[config.mk]
export PLATFORM = sky130hd
export DESIGN_NAME = uart_tx_engine_flat
export DESIGN_NICKNAME = d
export VERILOG_FILES = /design/src/rtl/uart_pkg.sv /design/src/rtl/uart_tx_engine_if.sv /design/src/rtl/uart_baud_cnt.sv /design/src/rtl/uart_tx_engine.sv /design/src/flat_wrapper.sv
export SDC_FILE = /design/constraint.sdc
export NUM_CORES = 1
export LEC_CHECK = 0
export CORE_MARGIN = 3
export CORE_UTILIZATION = 40
export DETAILED_ROUTE_END_ITERATION = 8
export REMOVE_ABC_BUFFERS = 1
export SLEW_MARGIN = 20
export SYNTH_ARGS = -nofsm -noshare
export SYNTH_HDL_FRONTEND = slang
export SYNTH_SLANG_ARGS = --single-unit
[constraint.sdc]
create_clock -name clk_i -period 3.4 [get_ports clk_i]
set_clock_uncertainty 0.2 [all_clocks]
set_input_delay 0.51 -clock clk_i [delete_from_list [all_inputs] [get_ports clk_i]]
set_output_delay 0.51 -clock clk_i [all_outputs]
set_load 0.05 [all_outputs]
[src/rtl/uart_pkg.sv]
`default_nettype none
// ============================================================================
//  Module   : uart_pkg
//  Purpose  : Shared types and constants for the UART transmit/receive path.
//             Holds the FSM state type, default widths and the stop-bit
//             normalisation helper.
//  Ports    : none (package)
//  Revision : 1.0 - initial release
// ============================================================================
package uart_pkg;

  localparam int         UART_DATA_BITS = 8;
  localparam int         UART_CBP_W     = 16;
  localparam logic [1:0] STOP_DEFAULT   = 2'd1;

  typedef enum logic [1:0] {
    IDLE  = 2'd0,
    START = 2'd1,
    DATA  = 2'd2,
    STOP  = 2'd3
  } tx_state_t;

  // A stop count of zero is not a legal frame; fall back to one stop bit.
  function automatic logic [1:0] eff_stop(input logic [1:0] stop_bits);
    return (stop_bits == 2'd0) ? STOP_DEFAULT : stop_bits;
  endfunction

endpackage
`default_nettype wire

[src/rtl/uart_tx_engine_if.sv]
`default_nettype none
// ============================================================================
//  Module   : uart_tx_engine_if
//  Purpose  : Bundle between the UART register block and the TX engine.
//  Signals  : cbp_i       clocks per bit          (register block -> engine)
//             stop_bits_i stop-bit count          (register block -> engine)
//             tx_data_i   byte to send            (register block -> engine)
//             tx_start_i  cfg start bit           (register block -> engine)
//             tx_o        serial line             (engine -> outside)
//             tx_busy_o   frame in progress       (engine -> register block)
//             tx_done_o   sticky frame-done flag  (engine -> register block)
//  Modports : master = register block side, slave = engine side
//  Revision : 1.0 - initial release
// ============================================================================
interface uart_tx_engine_if
  import uart_pkg::*;
#(
  parameter int DATA_BITS = UART_DATA_BITS,
  parameter int CBP_W     = UART_CBP_W
);
  logic [CBP_W-1:0]     cbp_i;
  logic [1:0]           stop_bits_i;
  logic [DATA_BITS-1:0] tx_data_i;
  logic                 tx_start_i;
  logic                 tx_o;
  logic                 tx_busy_o;
  logic                 tx_done_o;

  modport master (
    output cbp_i, stop_bits_i, tx_data_i, tx_start_i,
    input  tx_o, tx_busy_o, tx_done_o
  );

  modport slave (
    input  cbp_i, stop_bits_i, tx_data_i, tx_start_i,
    output tx_o, tx_busy_o, tx_done_o
  );
endinterface
`default_nettype wire

[src/rtl/uart_baud_cnt.sv]
`default_nettype none
// ============================================================================
//  Module   : uart_baud_cnt
//  Purpose  : Loadable bit-period down-counter. Ticks while at zero and
//             reloads on the same edge, so consecutive bit periods butt up
//             against each other with no drift.
//  Ports    : clk_i      system clock
//             rst_i      synchronous active-high reset
//             en_i       count enable
//             load_i     load load_val_i (wins over counting)
//             load_val_i reload value (clocks per bit minus one)
//             tick_o     high on the last cycle of a bit period
//  Revision : 1.0 - initial release
// ============================================================================
module uart_baud_cnt
  import uart_pkg::*;
#(
  parameter int CNT_W = UART_CBP_W
) (
  input  wire logic             clk_i,
  input  wire logic             rst_i,
  input  wire logic             en_i,
  input  wire logic             load_i,
  input  wire logic [CNT_W-1:0] load_val_i,
  output logic                  tick_o
);

  logic [CNT_W-1:0] r_cnt;

  always_ff @(posedge clk_i) begin
    if (rst_i) begin
      r_cnt <= '0;
    end else if (load_i) begin
      r_cnt <= load_val_i;
    end else if (en_i) begin
      if (r_cnt == '0) begin
        r_cnt <= load_val_i;
      end else begin
        r_cnt <= r_cnt - 1'b1;
      end
    end
  end

  assign tick_o = en_i & (r_cnt == '0);

endmodule
`default_nettype wire

[src/rtl/uart_tx_engine.sv]
`default_nettype none
// ============================================================================
//  Module   : uart_tx_engine
//  Purpose  : UART serial transmitter, LSB first, 8N1..8N3 framing. A rising
//             edge on tx_start_i in IDLE latches the frame settings and sends
//             one frame; tx_done_o is a sticky completion flag.
//  Ports    : clk_i  system clock
//             rst_i  synchronous active-high reset (also aborts a frame)
//             bus    uart_tx_engine_if.slave (cbp, stop bits, data, start in;
//                    tx line, busy, done out)
//  Revision : 1.0 - initial release
// ============================================================================
module uart_tx_engine
  import uart_pkg::*;
#(
  parameter int DATA_BITS = UART_DATA_BITS,
  parameter int CBP_W     = UART_CBP_W
) (
  input  wire logic       clk_i,
  input  wire logic       rst_i,
  uart_tx_engine_if.slave bus
);

  localparam int             IDX_W      = (DATA_BITS > 1) ? $clog2(DATA_BITS) : 1;
  localparam logic [IDX_W-1:0] c_last_idx = IDX_W'(DATA_BITS - 1);

  tx_state_t            r_state;
  logic                 r_start_q;
  logic [CBP_W-1:0]     r_cbp;
  logic [1:0]           r_stop;
  logic [DATA_BITS-1:0] r_shift;
  logic [IDX_W-1:0]     r_bit_idx;
  logic [1:0]           r_stop_cnt;
  logic                 r_tx;
  logic                 r_busy;
  logic                 r_done;

  logic                 w_req;
  logic                 w_accept;
  logic [CBP_W-1:0]     w_cbp_in;
  logic [CBP_W-1:0]     w_load_val;
  logic                 w_tick;

  assign w_req    = bus.tx_start_i & ~r_start_q;
  assign w_accept = w_req & (r_state == IDLE);
  assign w_cbp_in = (bus.cbp_i == '0) ? CBP_W'(1) : bus.cbp_i;

  // On the accept cycle the shadow register is not yet loaded, so the
  // counter takes its first period straight from the input.
  assign w_load_val = w_accept ? (w_cbp_in - CBP_W'(1)) : (r_cbp - CBP_W'(1));

  uart_baud_cnt #(
    .CNT_W (CBP_W)
  ) u_baud_cnt (
    .clk_i      (clk_i),
    .rst_i      (rst_i),
    .en_i       (r_state != IDLE),
    .load_i     (w_accept),
    .load_val_i (w_load_val),
    .tick_o     (w_tick)
  );

  always_ff @(posedge clk_i) begin
    if (rst_i) begin
      r_state    <= IDLE;
      r_start_q  <= 1'b0;
      r_cbp      <= '0;
      r_stop     <= '0;
      r_shift    <= '0;
      r_bit_idx  <= '0;
      r_stop_cnt <= '0;
      r_tx       <= 1'b1;
      r_busy     <= 1'b0;
      r_done     <= 1'b0;
    end else begin
      r_start_q <= bus.tx_start_i;
      case (r_state)
        IDLE: begin
          r_tx <= 1'b1;
          if (w_accept) begin
            r_cbp      <= w_cbp_in;
            r_stop     <= eff_stop(bus.stop_bits_i);
            r_shift    <= bus.tx_data_i;
            r_bit_idx  <= '0;
            r_stop_cnt <= '0;
            r_tx       <= 1'b0;
            r_busy     <= 1'b1;
            r_done     <= 1'b0;
            r_state    <= START;
          end
        end
        START: begin
          if (w_tick) begin
            r_tx    <= r_shift[0];
            r_shift <= r_shift >> 1;
            r_state <= DATA;
          end
        end
        DATA: begin
          if (w_tick) begin
            if (r_bit_idx == c_last_idx) begin
              r_tx    <= 1'b1;
              r_state <= STOP;
            end else begin
              r_tx      <= r_shift[0];
              r_shift   <= r_shift >> 1;
              r_bit_idx <= r_bit_idx + 1'b1;
            end
          end
        end
        STOP: begin
          if (w_tick) begin
            if (r_stop_cnt == (r_stop - 2'd1)) begin
              r_busy  <= 1'b0;
              r_done  <= 1'b1;
              r_tx    <= 1'b1;
              r_state <= IDLE;
            end else begin
              r_stop_cnt <= r_stop_cnt + 2'd1;
            end
          end
        end
        default: r_state <= IDLE;
      endcase
    end
  end

  assign bus.tx_o      = r_tx;
  assign bus.tx_busy_o = r_busy;
  assign bus.tx_done_o = r_done;

endmodule
`default_nettype wire
[src/flat_wrapper.sv]
// flat-port wrapper written by rule: the top's interface ports become plain ports
module uart_tx_engine_flat import uart_pkg::*;
#(
  parameter int DATA_BITS = UART_DATA_BITS,
  parameter int CBP_W     = UART_CBP_W
)
  (clk_i, rst_i, bus_cbp_i, bus_stop_bits_i, bus_tx_data_i, bus_tx_start_i, bus_tx_o, bus_tx_busy_o, bus_tx_done_o);
  uart_tx_engine_if #(.DATA_BITS(DATA_BITS), .CBP_W(CBP_W)) bus_i ();
  input  wire logic clk_i;
  input  wire logic rst_i;
  input wire logic [$bits(bus_i.cbp_i)-1:0] bus_cbp_i;
  input wire logic [$bits(bus_i.stop_bits_i)-1:0] bus_stop_bits_i;
  input wire logic [$bits(bus_i.tx_data_i)-1:0] bus_tx_data_i;
  input wire logic [$bits(bus_i.tx_start_i)-1:0] bus_tx_start_i;
  output wire logic [$bits(bus_i.tx_o)-1:0] bus_tx_o;
  output wire logic [$bits(bus_i.tx_busy_o)-1:0] bus_tx_busy_o;
  output wire logic [$bits(bus_i.tx_done_o)-1:0] bus_tx_done_o;
  assign bus_i.cbp_i = bus_cbp_i;
  assign bus_i.stop_bits_i = bus_stop_bits_i;
  assign bus_i.tx_data_i = bus_tx_data_i;
  assign bus_i.tx_start_i = bus_tx_start_i;
  assign bus_tx_o = bus_i.tx_o;
  assign bus_tx_busy_o = bus_i.tx_busy_o;
  assign bus_tx_done_o = bus_i.tx_done_o;
  uart_tx_engine #(.DATA_BITS(DATA_BITS), .CBP_W(CBP_W)) u_core (.clk_i(clk_i), .rst_i(rst_i), .bus(bus_i));
endmodule
==> results.md <==
* IO Port Bufs at 31
* Fillers at 732
* R2r setup slk at 0.42 ns
* I/O pins at 32
* Routability cong. at 0.8883
* Min-delay src: u_core.bus.tx_busy_o
* Overflow after GRT at 0
* Post-place setup slack at -0.4425 ns
* VDD IR-drop max at 0.3921 mV
* Post-route ant nets at 0
* Yosys cell types at 60
* Die Footprint at 9084 µm²
* WP buf/inv at 1
* Area growth from synthesis to layout at 21.84%
* H-tree depth at 2
* Dpl hpwl at 6030 µm
* Ys async rst share at 0
* Crit. End Element: flop
* First-pass GRT wire length at 14,010 µm
* Status: finished, final reports clean
* Die boundary height at 95.31 µm
* Initial DRC Count at 191
* Mapped cell area at 3191 µm²
* Layout cells sized above 1 at 0.1313
* CP cell instances: clkdlybuf4s50_1 > or3_1 > nor4_4 > a211o_1 > o21ai_1 > ha_2 > nor2b_1 > mux2i_2 > nor2_1 > and3b_1 > xor2_1 > a2111oi_2
* Leak at 1.504 nW
* Number of synthesis warnings at 0
* Via count at 2,974
* Die W at 95.31 µm
* FF-to-FF End: u_core.u_baud_cnt.r_cnt[6]
* Synthesized instance count at 389
* CTS Buf Count at 5
* WHS Endpoint: u_core.bus.tx_busy_o
* CTS tree: built
* Syn_area_per_cell at 8.202 µm²
* Vias in the first global route at 2,904
* Worst slew pin tran at 0.7134 ns
* CTS root buf: clkbuf_8
* Final Hold Viols at 0
* Setup TNS at 0 ns
* Row count at 31
* Worst hold slack at 0.2565 ns
* Area of the multi-input gates at 2009 µm²
* Max Cap Viol at 0
* Register Area at 1061 µm²
* Max-slew violations at 0
* CTS sink cnt at 53
* WHS Path Cells at 2
* DRT Pass-1 Iters at 4
* CP arrival at 3.25 ns
* Max incr delay on CP at 0.46 ns
* Post-synth EDFFs at 0
* Nets at 472
* HP Class: reg2reg
* Min Tclk post-route at 3.226 ns
* Vias per cell at 5.580
* Worst-path clk slew at 0.10 ns
* Fmax at 310.0 MHz
* Critical path type: in2reg
* Total routed wirelength at 8072 µm
* CORE AREA at 7486 µm²
* Worst setup SP type: input port
* Wire per inst at 15.14 µm
* Synthesis-stage register bit count at 53
* Initial antenna violation count at 0
* CP max-delay cell: or3_1
* RSZ-0062 raised after global routing: false
* Antenna cells at 0
* GR Util All Layers at 0.1948
* Top delay family on crit path: simple AND/OR/NAND/NOR gates
* Initial Util at 0.4262
* Worst r2r src: u_core.r_state[0]
* Sequential fraction of the synthesis area at 0.3325
* Final period utilization at 0.9489
* PwrDens at 829.9 nW/µm²
* CP required at 3.42 ns
* FF-to-FF path depth at 12
* Final setup vio count at 0
* Crit path depth at 12
* Clock Path Buffers at 2
* Final worst setup slack at 0.1739 ns
* Ys flop type: dfxtp_1
* Drt drc at 0
* Rel. slew slack at 0.5244
* Clk Latency, worst-skew pair at 0.31 ns
* Largest net degree at the start of global routing at 33
* Crit path max fanout at 3
==> where the power goes <==
group / internal [W] / leakage, nW / switching (W) / total (W)
combinational: 0.000750 / 1.00 / 0.00107 / 0.00182
sequential: 0.000770 / 0.435 / 0.000124 / 0.000894
clock: 0.000293 / 0.0681 / 0.000216 / 0.000509
==> metal layers <==
metal / track usage / vias to the layer above / routed length [µm]
li1: - / 1519 / -
met1: 0.2773 / 1379 / 4045
met2: 0.2933 / 62 / 3538
met3: 0.03631 / 14 / 363
met4: 0.06851 / 0 / 124
met5: 0 / - / 0
==> worst max path at each step <==
stage                                              to  slack, ns              start
final                     u_core.u_baud_cnt.r_cnt[10]       0.17      bus_cbp_i[13]
after global routing      u_core.u_baud_cnt.r_cnt[10]       0.02      bus_cbp_i[13]
after floorplan           u_core.u_baud_cnt.r_cnt[10]      -0.17  u_core.r_state[0]
after CTS                 u_core.u_baud_cnt.r_cnt[10]      0.007       bus_cbp_i[3]
after global placement    u_core.u_baud_cnt.r_cnt[10]      -0.31      bus_cbp_i[10]
after detailed placement  u_core.u_baud_cnt.r_cnt[10]      -0.44      bus_cbp_i[10]
==> layout by cell type, fill, tap and decap left out, types with 4 or more instances in the layout <==
cell and count:
dfxtp_1 53, nor2_1 45, nand2_1 29, a21oi_1 29, buf_4 29, clkdlybuf4s50_1 26
mux2i_1 23, nor3_1 21, o21ai_0 18, xor2_1 10, nand3_1 10, a211oi_1 10
ha_1 9, or3_1 8, inv_1 7, nor4_1 7, nor2b_1 7, a31oi_1 7
a22oi_1 5, or4_1 5, o22ai_1 5, clkbuf_8 5, dlymetal6s2s_1 4
==> worst reg2reg max path, stage by stage (launching register included) <==
cell      delay, ns
dfxtp_1        0.35
inv_1          0.11
ha_1           0.20
and3b_1        0.36
mux2i_1        0.32
ha_2           0.24
nor2b_1        0.20
mux2i_2        0.12
buf_4          0.17
nor4_1         0.19
o22ai_1        0.12
nor4_1         0.20
a211oi_1       0.08
==> through the flow <==
stage	instances	utilization	power, W	cell area (µm²)
floorplan	366	-	0.002173	3082
global route	533	0.5193	0.003514	3887
detailed placement	524	0.4971	0.002701	3721
finish	533	0.5193	0.003226	3887
CTS	532	0.5163	0.003224	3865
global placement	524	0.4971	0.002685	3721
==> synth_stat cells, drive strengths merged (2+ instances only) <==
cell type | n | area share
nor2 | 46 | 0.056
mux2i | 24 | 0.076
buf | 11 | 0.020
ha | 10 | 0.039
nor3b | 3 | 0.0071
and3b | 2 | 0.0055
nand3 | 10 | 0.016
a221oi | 2 | 0.0075
nand2b | 3 | 0.0059
dfxtp | 53 | 0.33
or4b | 2 | 0.0063
or2 | 4 | 0.0078
a211oi | 11 | 0.026
xnor2 | 3 | 0.0082
nand2 | 29 | 0.034
nor3 | 22 | 0.038
xor2 | 10 | 0.027
nand4 | 2 | 0.0039
nor4 | 8 | 0.020
a31oi | 7 | 0.014
o32ai | 2 | 0.0055
a21oi | 30 | 0.048
o22ai | 5 | 0.0098
nor4b | 3 | 0.015
a211o | 3 | 0.0082
o31ai | 2 | 0.0047
or3 | 8 | 0.016
nor2b | 7 | 0.014
o21ai | 19 | 0.030
nand3b | 3 | 0.0071
or4 | 8 | 0.020
clkbuf | 12 | 0.014
inv | 7 | 0.0082
a22oi | 5 | 0.012
==> cell families (layout without fill, tap and decap cells) <==
kind of cell               Yosys count  count (layout)  share of synthesized area
AOI/OAI and AO/OA                   93              93                     0.1855
and+or+nand+nor                    165             165                     0.2847
xor gates and xnor gates            13              13                    0.03569
muxes                               25              25                    0.08000
DFF                                 53              53                     0.3325
adders and majority gates           10              10                    0.03922
buffers and inverters               30              75                    0.04235
==> flip-flops by register name, indices dropped and copies added, names as in the netlist <==
signal / flops
u_core.r_state: 2
u_core.r_stop_cnt: 2
u_core.r_start_q: 1
u_core.r_bit_idx: 3
u_core.bus.tx_busy_o: 1
u_core.r_shift: 8
u_core.bus.tx_o: 1
u_core.u_baud_cnt.r_cnt: 16
u_core.bus.tx_done_o: 1
u_core.r_stop: 2
u_core.r_cbp: 16
==> area by class of cell <==
class                           instances  area share
Clock buffer                            5     0.01770
Clock inverter                          3     0.01674
Inverter                                7    0.006759
Multi-Input combinational cell        306      0.5169
Sequential cell                        53      0.2729
Tap cell                               99     0.03186
Timing Repair Buffer                   60      0.1371
==> what timing repair did <==
item,4_1_cts,5_1_grt
resized for setup,4,5
setup endpoints to repair,4,4
hold buffers,0,0
setup buffers,0,1
endpoints found under the hold margin,0,0
pin swaps,5,5
No activity file was read; power rests on OpenSTA's default activity.
